$ cat config.mk
export PLATFORM = sky130hd
export DESIGN_NAME = nibble_serial_adder_ctrl_flat
export DESIGN_NICKNAME = d
export VERILOG_FILES = /design/src/rtl/nibble_serial_adder_if.sv /design/src/rtl/nibble_serial_adder_ctrl.sv /design/src/flat_wrapper.sv
export SDC_FILE = /design/constraint.sdc
export NUM_CORES = 1
export LEC_CHECK = 0
export CELL_PAD_IN_SITES_DETAIL_PLACEMENT = 0
export CELL_PAD_IN_SITES_GLOBAL_PLACEMENT = 1
export CORE_AREA = 2 2 86 88
export CTS_CLUSTER_DIAMETER = 100
export DETAILED_ROUTE_END_ITERATION = 7
export DIE_AREA = 0 0 88 90
export PLACE_DENSITY = 0.82
export REMOVE_ABC_BUFFERS = 1
export SYNTH_ARGS = -nofsm -noshare
export SYNTH_HDL_FRONTEND = slang
export SYNTH_SLANG_ARGS = --single-unit
$ cat constraint.sdc
create_clock -name clk -period 6.56 [get_ports clk]
set_input_delay 1.312 -clock clk [delete_from_list [all_inputs] [get_ports clk]]
set_output_delay 1.312 -clock clk [all_outputs]
set_load 0.01 [all_outputs]
$ cat src/rtl/nibble_serial_adder_if.sv
// Start/busy/done handshake and operand/result bundle for the nibble-serial adder.
interface nibble_serial_adder_if #(
   parameter int WIDTH = 16
);
   logic             start;
   logic             op;
   logic             cin;
   logic [WIDTH-1:0] a;
   logic [WIDTH-1:0] b;
   logic             busy;
   logic             done;
   logic [WIDTH-1:0] result;
   logic             cout;
   logic             ovf;
   logic             zero;
   logic             neg;

   modport master (
      output start, op, cin, a, b,
      input  busy, done, result, cout, ovf, zero, neg
   );

   modport slave (
      input  start, op, cin, a, b,
      output busy, done, result, cout, ovf, zero, neg
   );
endinterface

$ cat src/rtl/nibble_serial_adder_ctrl.sv
// Multicycle WIDTH-bit add/sub built on one shared 4-bit ripple-carry adder, LSB nibble first.
// Optional macro NIBBLE_SERIAL_EARLY_DONE_EN ends RUN once the remaining upper nibbles are all zero.
module ripple_carry_adder4 (
   input  logic [3:0] a,
   input  logic [3:0] b,
   input  logic       ci,
   output logic [3:0] s,
   output logic       co
);
   logic [4:0] c;

   assign c[0] = ci;
   for (genvar i = 0; i < 4; i++) begin : g_fa
      assign s[i]   = a[i] ^ b[i] ^ c[i];
      assign c[i+1] = (a[i] & b[i]) | (c[i] & (a[i] ^ b[i]));
   end
   assign co = c[4];
endmodule

module nibble_serial_adder_ctrl #(
   parameter int WIDTH = 16
) (
   input logic                  clk,
   input logic                  rst,
   nibble_serial_adder_if.slave bus
);
   localparam int NIBBLES = WIDTH / 4;
   localparam int IW      = (NIBBLES > 1) ? $clog2(NIBBLES) : 1;
   localparam logic [IW-1:0] LAST = IW'(NIBBLES - 1);

   if (WIDTH < 4 || (WIDTH % 4) != 0) begin : g_width_chk
      $error("nibble_serial_adder_ctrl: WIDTH must be a multiple of 4 and >= 4");
   end

   typedef enum logic [1:0] {IDLE, RUN, DONE} state_t;

   state_t           state;
   logic [WIDTH-1:0] a_lat;
   logic [WIDTH-1:0] b_lat;   // already inverted for subtract
   logic [IW-1:0]    idx;
   logic             carry;
`ifdef NIBBLE_SERIAL_EARLY_DONE_EN
   logic             op_lat;
   logic             hi_nz;
`endif

   logic [3:0]       a_nib, b_nib, sum;
   logic             add_co;
   logic [WIDTH-1:0] res_next;
   logic             last;

   always_comb begin
      a_nib = '0;
      b_nib = '0;
      for (int i = 0; i < NIBBLES; i++) begin
         if (i == int'(idx)) begin
            a_nib = a_lat[4*i +: 4];
            b_nib = b_lat[4*i +: 4];
         end
      end
   end

   ripple_carry_adder4 u_rca (
      .a  (a_nib),
      .b  (b_nib),
      .ci (carry),
      .s  (sum),
      .co (add_co)
   );

   always_comb begin
      res_next = bus.result;
      for (int i = 0; i < NIBBLES; i++) begin
         if (i == int'(idx)) res_next[4*i +: 4] = sum;
      end
`ifdef NIBBLE_SERIAL_EARLY_DONE_EN
      hi_nz = 1'b0;
      for (int i = 0; i < NIBBLES; i++) begin
         if (i > int'(idx)) hi_nz = hi_nz | (|(a_lat[4*i +: 4] | b_lat[4*i +: 4]));
      end
      // With no carry left and nothing above, every remaining nibble is zero.
      last = (idx == LAST) || (!op_lat && !hi_nz && !add_co);
      if (last) begin
         for (int i = 0; i < NIBBLES; i++) begin
            if (i > int'(idx)) res_next[4*i +: 4] = 4'h0;
         end
      end
`else
      last = (idx == LAST);
`endif
   end

   always_ff @(posedge clk) begin
      if (rst) begin
         state      <= IDLE;
         a_lat      <= '0;
         b_lat      <= '0;
         idx        <= '0;
         carry      <= 1'b0;
`ifdef NIBBLE_SERIAL_EARLY_DONE_EN
         op_lat     <= 1'b0;
`endif
         bus.busy   <= 1'b0;
         bus.done   <= 1'b0;
         bus.result <= '0;
         bus.cout   <= 1'b0;
         bus.ovf    <= 1'b0;
         bus.zero   <= 1'b0;
         bus.neg    <= 1'b0;
      end else begin
         case (state)
            IDLE, DONE: begin
               bus.done <= 1'b0;
               if (bus.start) begin
                  a_lat    <= bus.a;
                  b_lat    <= bus.op ? ~bus.b : bus.b;
                  carry    <= bus.op ? 1'b1 : bus.cin;
`ifdef NIBBLE_SERIAL_EARLY_DONE_EN
                  op_lat   <= bus.op;
`endif
                  idx      <= '0;
                  bus.busy <= 1'b1;
                  state    <= RUN;
               end else begin
                  state    <= IDLE;
               end
            end
            RUN: begin
               bus.result <= res_next;
               carry      <= add_co;
               idx        <= idx + 1'b1;
               if (last) begin
                  bus.busy <= 1'b0;
                  bus.done <= 1'b1;
                  bus.cout <= add_co;
                  bus.ovf  <= (a_lat[WIDTH-1] == b_lat[WIDTH-1]) &&
                              (res_next[WIDTH-1] != a_lat[WIDTH-1]);
                  bus.zero <= (res_next == '0);
                  bus.neg  <= res_next[WIDTH-1];
                  state    <= DONE;
               end
            end
            default: state <= IDLE;
         endcase
      end
   end
endmodule

$ cat src/flat_wrapper.sv
// flat-port wrapper written by rule: the top's interface ports become plain ports
module nibble_serial_adder_ctrl_flat 
#(
   parameter int WIDTH = 16
)
  (clk, rst, bus_start, bus_op, bus_cin, bus_a, bus_b, bus_busy, bus_done, bus_result, bus_cout, bus_ovf, bus_zero, bus_neg);
  nibble_serial_adder_if #(.WIDTH(WIDTH)) bus_i ();
  input logic clk;
  input logic rst;
  input wire logic [$bits(bus_i.start)-1:0] bus_start;
  input wire logic [$bits(bus_i.op)-1:0] bus_op;
  input wire logic [$bits(bus_i.cin)-1:0] bus_cin;
  input wire logic [$bits(bus_i.a)-1:0] bus_a;
  input wire logic [$bits(bus_i.b)-1:0] bus_b;
  output wire logic [$bits(bus_i.busy)-1:0] bus_busy;
  output wire logic [$bits(bus_i.done)-1:0] bus_done;
  output wire logic [$bits(bus_i.result)-1:0] bus_result;
  output wire logic [$bits(bus_i.cout)-1:0] bus_cout;
  output wire logic [$bits(bus_i.ovf)-1:0] bus_ovf;
  output wire logic [$bits(bus_i.zero)-1:0] bus_zero;
  output wire logic [$bits(bus_i.neg)-1:0] bus_neg;
  assign bus_i.start = bus_start;
  assign bus_i.op = bus_op;
  assign bus_i.cin = bus_cin;
  assign bus_i.a = bus_a;
  assign bus_i.b = bus_b;
  assign bus_busy = bus_i.busy;
  assign bus_done = bus_i.done;
  assign bus_result = bus_i.result;
  assign bus_cout = bus_i.cout;
  assign bus_ovf = bus_i.ovf;
  assign bus_zero = bus_i.zero;
  assign bus_neg = bus_i.neg;
  nibble_serial_adder_ctrl #(.WIDTH(WIDTH)) u_core (.clk(clk), .rst(rst), .bus(bus_i));
endmodule
# Yosys cells after proc, flatten, opt, wreduce, memory -nomap -nowiden
# Cells that the tools add are included.
# word_totals
register_bits,59
latch_bits,0
ram_bits,0
mem_bits_ro,0
in_bits,37
wordCells,81
n_memories,0
# op_classes
addsub,1
multipliers,0
n_div,0
order_cmp,0
eq_ne,10
shifts,0
muxes,26
bitwise_logic,21
n_reduce_logical,11
# op_table
cell,count
2-to-1 mux 4 bit,12
zero test 16 bit,1
2-to-1 mux 16 bit,1
inverter 16 bit,1
bitwise AND 1 bit,8
one-hot mux 2 bit (2 select lines),2
AND reduction 2 bit,4
XOR 1 bit,8
2-to-1 mux 1 bit,6
one-hot mux 1 bit (2 select lines),3
"equality test 2 bit, first input constant",2
"equality test 2 bit, second input constant",2
zero test 2 bit,2
2-to-1 mux 2 bit,2
OR 1 bit,4
AND reduction 3 bit,1
"adder 2 x 1 -> 2 bit, second input constant",1
"equality test 1 x 2 -> 1 bit, first input constant",1
"equality test 2 x 1 -> 1 bit, second input constant",1
"!= test 2 x 1 -> 1 bit, second input constant",1
"!= test 2 bit, second input constant",1
nonzero test 2 bit,1
OR reduction 2 bit,1
equality test 1 bit,1
2 further kinds,2

# Logic depth before layout (Yosys ltp)
# depth
word_depth,16
mapped_depth,18
ltp_nobuf,16

# Cells and area by module
# A second synthesis with hierarchy kept.
# hier_totals
cells_unflattened,345
area_unflattened_um2,2702.6
# by_module_without_submodules
mod,instances,cells_per_inst,area_per_inst_um2,seq_area_each_um2
nibble_serial_adder_ctrl,1,331,2585.0,1181.1
ripple_carry_adder4,1,14,117.6,0.0

# Worst setup path before layout
# No wires, ideal clock.
# synth_path
path_type,flip-flop to flip-flop
from,reg u_core.idx[1]
to,reg u_core.bus.zero
setup_ns,0.059
arrival_time_ns,3.297
required_ns,6.501
path_slack_ns,3.205
path_stages_with_launch,19
n_path_buf,2
path_cell_list,dfxtp_1 -> inv_1 -> ha_1 -> buf_2 -> buf_6 -> nand2_1 -> a21oi_1 -> a21oi_1 -> o21ai_0 -> fa_1 -> inv_1 -> fa_1 -> inv_1 -> fa_1 -> fa_1 -> nor2_1 -> o2111ai_1 -> nor4_1 -> a31o_1
# synth_via
elab_chain_len,15
word_cells_on_any_way,36
cone_classes,4 x eq/ne; 12 x mux; 17 x bitwise; 3 x reduce/logical
# synth_lines
element,line,text
"start, declared",nibble_serial_adder_ctrl.sv:40,logic [IW-1:0] idx;
"start signal, assigned",nibble_serial_adder_ctrl.sv:131,idx <= idx + 1'b1;
zero test 2 bit,"nibble_serial_adder_ctrl.sv:56, nibble_serial_adder_ctrl.sv:74",
2-to-1 mux 4 bit (4 in a row),nibble_serial_adder_ctrl.sv:56,if (i == int'(idx)) begin
XOR 1 bit,"nibble_serial_adder_ctrl.sv:14, nibble_serial_adder_ctrl.sv:15",
bitwise AND 1 bit,nibble_serial_adder_ctrl.sv:15,assign c[i+1] = (a[i] & b[i]) | (c[i] & (a[i] ^ b[i]));
OR 1 bit,nibble_serial_adder_ctrl.sv:15,
bitwise AND 1 bit,nibble_serial_adder_ctrl.sv:15,
OR 1 bit,nibble_serial_adder_ctrl.sv:15,
bitwise AND 1 bit,nibble_serial_adder_ctrl.sv:15,
OR 1 bit,nibble_serial_adder_ctrl.sv:15,
XOR 1 bit,nibble_serial_adder_ctrl.sv:14,assign s[i] = a[i] ^ b[i] ^ c[i];
2-to-1 mux 4 bit,nibble_serial_adder_ctrl.sv:74,if (i == int'(idx)) res_next[4*i +: 4] = sum;
zero test 16 bit,nibble_serial_adder_ctrl.sv:138,bus.zero <= (res_next == '0);
"end signal, assigned",nibble_serial_adder_ctrl.sv:138,
"end, declared",nibble_serial_adder_if.sv:25,"output busy, done, result, cout, ovf, zero, neg"
# Parallel ways exist; a longest one is shown, timed or not.
# A chain may end at the register's enable or synchronous reset.

# Worst setup path after layout
# Ends and elaborated chain as after synthesis.

==> results.txt <==
----------------------------------------------------
[GRT]
  Number of global-route vias before repair ... ~2100
  Pin count of the biggest net entering global routing ... 60
  Number of antenna violations at the first check in global routing ... 0
  GRT overflow ... 0
  GR Util All Layers ... approximately 16%
  Wire length of the first global-routing pass ... about 9800 µm

[Drt]
  DRC errors left ... 0
  Per-cell routed wire length ... about 13 µm
  First-pass detailed-route iteration total ... 4
  Vias post-DR ... 2301
  1st-iter DRT viols ... 87
  Number of vias per cell after detailed routing ... slightly below 5
  Total routed wirelength ... between 5000 and 6000 µm
  Count of nets left with antenna violations after detail routing ... 0

[Yosys]
  Mapped cell area ... between 0.002 and 0.003 mm²
  Seq/Total Area, Yosys ... 42.89%
  Largest area contributor in the synthesized netlist ... dfxtp_1
  Synth Warn # ... 0
  Distinct cell type count of the synthesized netlist ... 35
  Synth top area share ... between 40% and 50%
  Avg Cell Area, Syn ... about 8.4 µm²
  Top post-synthesis cells by area ... dfxtp_1 43%, nand2_1 8.3%, a21oi_1 7.8%, nor2_1 5.2%, xnor2_1 5.1%
  Flip-flop and latch count after synthesis ... 59
  Number of standard cells after synthesis ... 328

[Cells and area]
  Area used by multi-input combinational logic ... around 0.0014 mm²
  Filler Cell Count ... 686
  Ant. Diodes ... 0
  Post-layout net count ... 417
  Fraction of final layout cells with drive strength greater than 1 ... 5.836%
  Final Core Density ... 50.28%
  Synth-to-Final Area Change ... 28.17%
  Flip-flop and latch area ... about 0.0012 mm²

[Pwr]
  Leak Pwr ... between 1 and 1.5 nW
  Overall power after layout ... a little over 0.9 mW
  Power density relative to cell area ... 258.7 mW/mm²
  Worst VDD drop ... around 120 µV

[Worst setup path]
  Type of destination of the critical path ... register
  Buffer and inverter count on the worst path ... 3
  Arrival time of data at the critical path endpoint ... between 4 and 5 ns
  Slowest cell on the critical path ... ha_1
  Critical path launch point type ... register
  Setup Crit Path Kind ... register to register
  Most numerous cell on the critical path ... fa_1
  Max stage delay on crit path ... 0.59 ns
  Kind of cell adding the most delay to the critical path ... adder cells
  Crit Path Max Fanout ... 21
  Worst path required time ... between 6 and 7 ns
  Cell breakdown of the critical path ... inv_1 > ha_1 > nand3b_1 > a21oi_1 > a21oi_1 > o21ai_0 > fa_1 > inv_1 > fa_1 > inv_1 > fa_1 > fa_1 > nor2_1 > o2111ai_1 > nor4_1 > a31o_1

[Die]
  Initial Utilization ... 39.23%
  Die outline area ... a little under 0.008 mm²
  I/O pin cnt ... between 50 and 60
  Placeable core region ... ~0.007 mm²
  Die span in x ... 88 µm
  Std cell rows ... 31
  Floorplan die height ... ~90 µm

[Clock tree]
  Quantity of gates resized following cts ... 0
  Root Buffer Master ... clkbuf_8
  Worst-case clock buffer depth ... 2
  Total CTS buffers ... 9
  Clock tree from TritonCTS ... done
  Hold buffers post-CTS ... 0
  Worst-path clk slew ... roughly 0.07 ns
  Number of levels the H-tree was split into ... 3
  Number of sinks handled by clock tree synthesis ... 59
  Clock insertion delay at the later pin of the skew report ... roughly 0.34 ns
  Post-CTS setup buffers ... 0

[STA]
  Worst Clk Skew ... 0.01027 ns
  Top achievable clock speed ... between 0.2 and 0.3 GHz
  Number of endpoints failing setup at the final stage ... 0
  Accumulated negative setup slack ... 0 ns
  Shortest clock period the worst path allows after layout ... just under 4 ns
  Max-slew violations ... 0
  Max_slew headroom ... between 20 and 30%
  Period utilisation layout ... around three fifths
  Final Hold Vio Count ... 0
  Worst-margin pin slew ... approximately 1.1 ns
  Final hold slack ... approximately 0.46 ns
  Unrepaired setup endpoints after global routing ... false

[Placement]
  RePlAce Congestion ... around 0.74
  Port Buffers ... 58
  Post-detailed-placement half-perimeter wirelength ... 4133 µm

[Outcome]
  Status ... complete, no violations

[Min path]
  Worst hold path type ... register to register

[Flow run]
  Max-capacitance violation count ... 0

----------------------------------------------------
## state kept, by name (all words and copies together), names as in the netlist
| register | cells |
|---|---|
| u_core.a_lat | 16 |
| u_core.b_lat | 16 |
| u_core.bus.busy | 1 |
| u_core.bus.cout | 1 |
| u_core.bus.done | 1 |
| u_core.bus.neg | 1 |
| u_core.bus.ovf | 1 |
| u_core.bus.result | 16 |
| u_core.bus.zero | 1 |
| u_core.carry | 1 |
| u_core.idx | 2 |
| u_core.state | 2 |
## synth_stat cells (all sizes together)
| master | number |
|---|---|
| a211oi | 18 |
| a21oi | 43 |
| a221oi | 2 |
| a22oi | 1 |
| a311oi | 3 |
| a31o | 1 |
| a31oi | 1 |
| and2 | 1 |
| and2b | 1 |
| buf | 18 |
| clkbuf | 8 |
| dfxtp | 59 |
| fa | 4 |
| ha | 4 |
| inv | 5 |
| mux2i | 9 |
| nand2 | 62 |
| nand2b | 3 |
| nand3b | 6 |
| nor2 | 38 |
| nor2b | 5 |
| nor3 | 5 |
| nor3b | 1 |
| nor4 | 2 |
| o2111ai | 1 |
| o21ai | 10 |
| or4 | 1 |
| xnor2 | 16 |
## through the flow
step / instances / cell area, µm² / setup WS (ns)
after floorplan: 302 / 2595 / 3.150
after global placement: 460 / 3302 / 2.817
after detailed placement: 460 / 3302 / 2.711
after CTS: 476 / 3530 / 2.698
after global routing: 476 / 3530 / 2.300
final: 476 / 3530 / 2.696
## layout make-up
class / instances / area share [%]
clock buffers: 12 / 4.396
clock inverters: 4 / 2.056
inverters: 5 / 0.5317
multi-input cells: 238 / 39.52
flip-flops and latches: 59 / 33.46
well taps: 99 / 3.509
repair buffers: 59 / 16.52
## path summary, 6_finish.rpt
| check | from | to | slack [ns] | depth (start not counted) |
|---|---|---|---|---|
| setup / recovery | u_core.idx[1] | u_core.bus.zero | 2.70 | 16 |
| hold / removal | u_core.bus.neg | u_core.bus.neg | 0.46 | 2 |
| setup reg to reg | u_core.idx[1] | u_core.bus.zero | 2.70 | 16 |
| hold reg to reg | u_core.bus.neg | u_core.bus.neg | 0.46 | 2 |
## cell families after synthesis
| kind of cell | Yosys count | synth area share [%] |
|---|---|---|
| and+or+nand+nor | 125 | 20.13 |
| AOI/OAI and AO/OA | 80 | 17.45 |
| DFF | 59 | 42.89 |
| buffers and inverters | 31 | 6.452 |
| xor gates and xnor gates | 16 | 5.088 |
| muxes | 9 | 3.271 |
| adders and majority gates | 8 | 4.725 |
## routing by layer
layer / wire length [µm] / global-route usage, % / share of wire (%)
met4: 119 / 7.949 / 2.0
met5: 0 / 0 / 0
met3: 257 / 4.500 / 4.3
met1: 2871 / 20.57 / 48
met2: 2720 / 24.43 / 46
## worst register-to-register path, stage by stage, from the launching register on
cell	delay (ns)
dfxtp_1	0.34
inv_1	0.08
ha_1	0.59
nand3b_1	0.19
a21oi_1	0.07
a21oi_1	0.13
o21ai_0	0.12
fa_1	0.45
inv_1	0.08
fa_1	0.16
inv_1	0.05
fa_1	0.37
fa_1	0.57
nor2_1	0.13
o2111ai_1	0.11
nor4_1	0.21
a31o_1	0.18
## cells in the final DEF, fill, tap and decap left out, drive strengths merged, types with 4 or more instances in the layout
cell,count
clkbuf,12
dfxtp,59
ha,4
mux2i,9
nand3b,6
nor3,5
nor2,38
nand2,62
a211oi,18
clkdlybuf4s50,57
fa,4
o21ai,10
inv,5
a21oi,43
xnor2,16
nor2b,5
## where the power goes
group          total (mW)  leakage, nW  switching, mW  internal, mW
Clock               0.375        0.113          0.141         0.234
Sequential          0.392        0.483         0.0135         0.379
Combinational       0.146        0.708         0.0768        0.0688
Power figures use the tool's default switching activity.
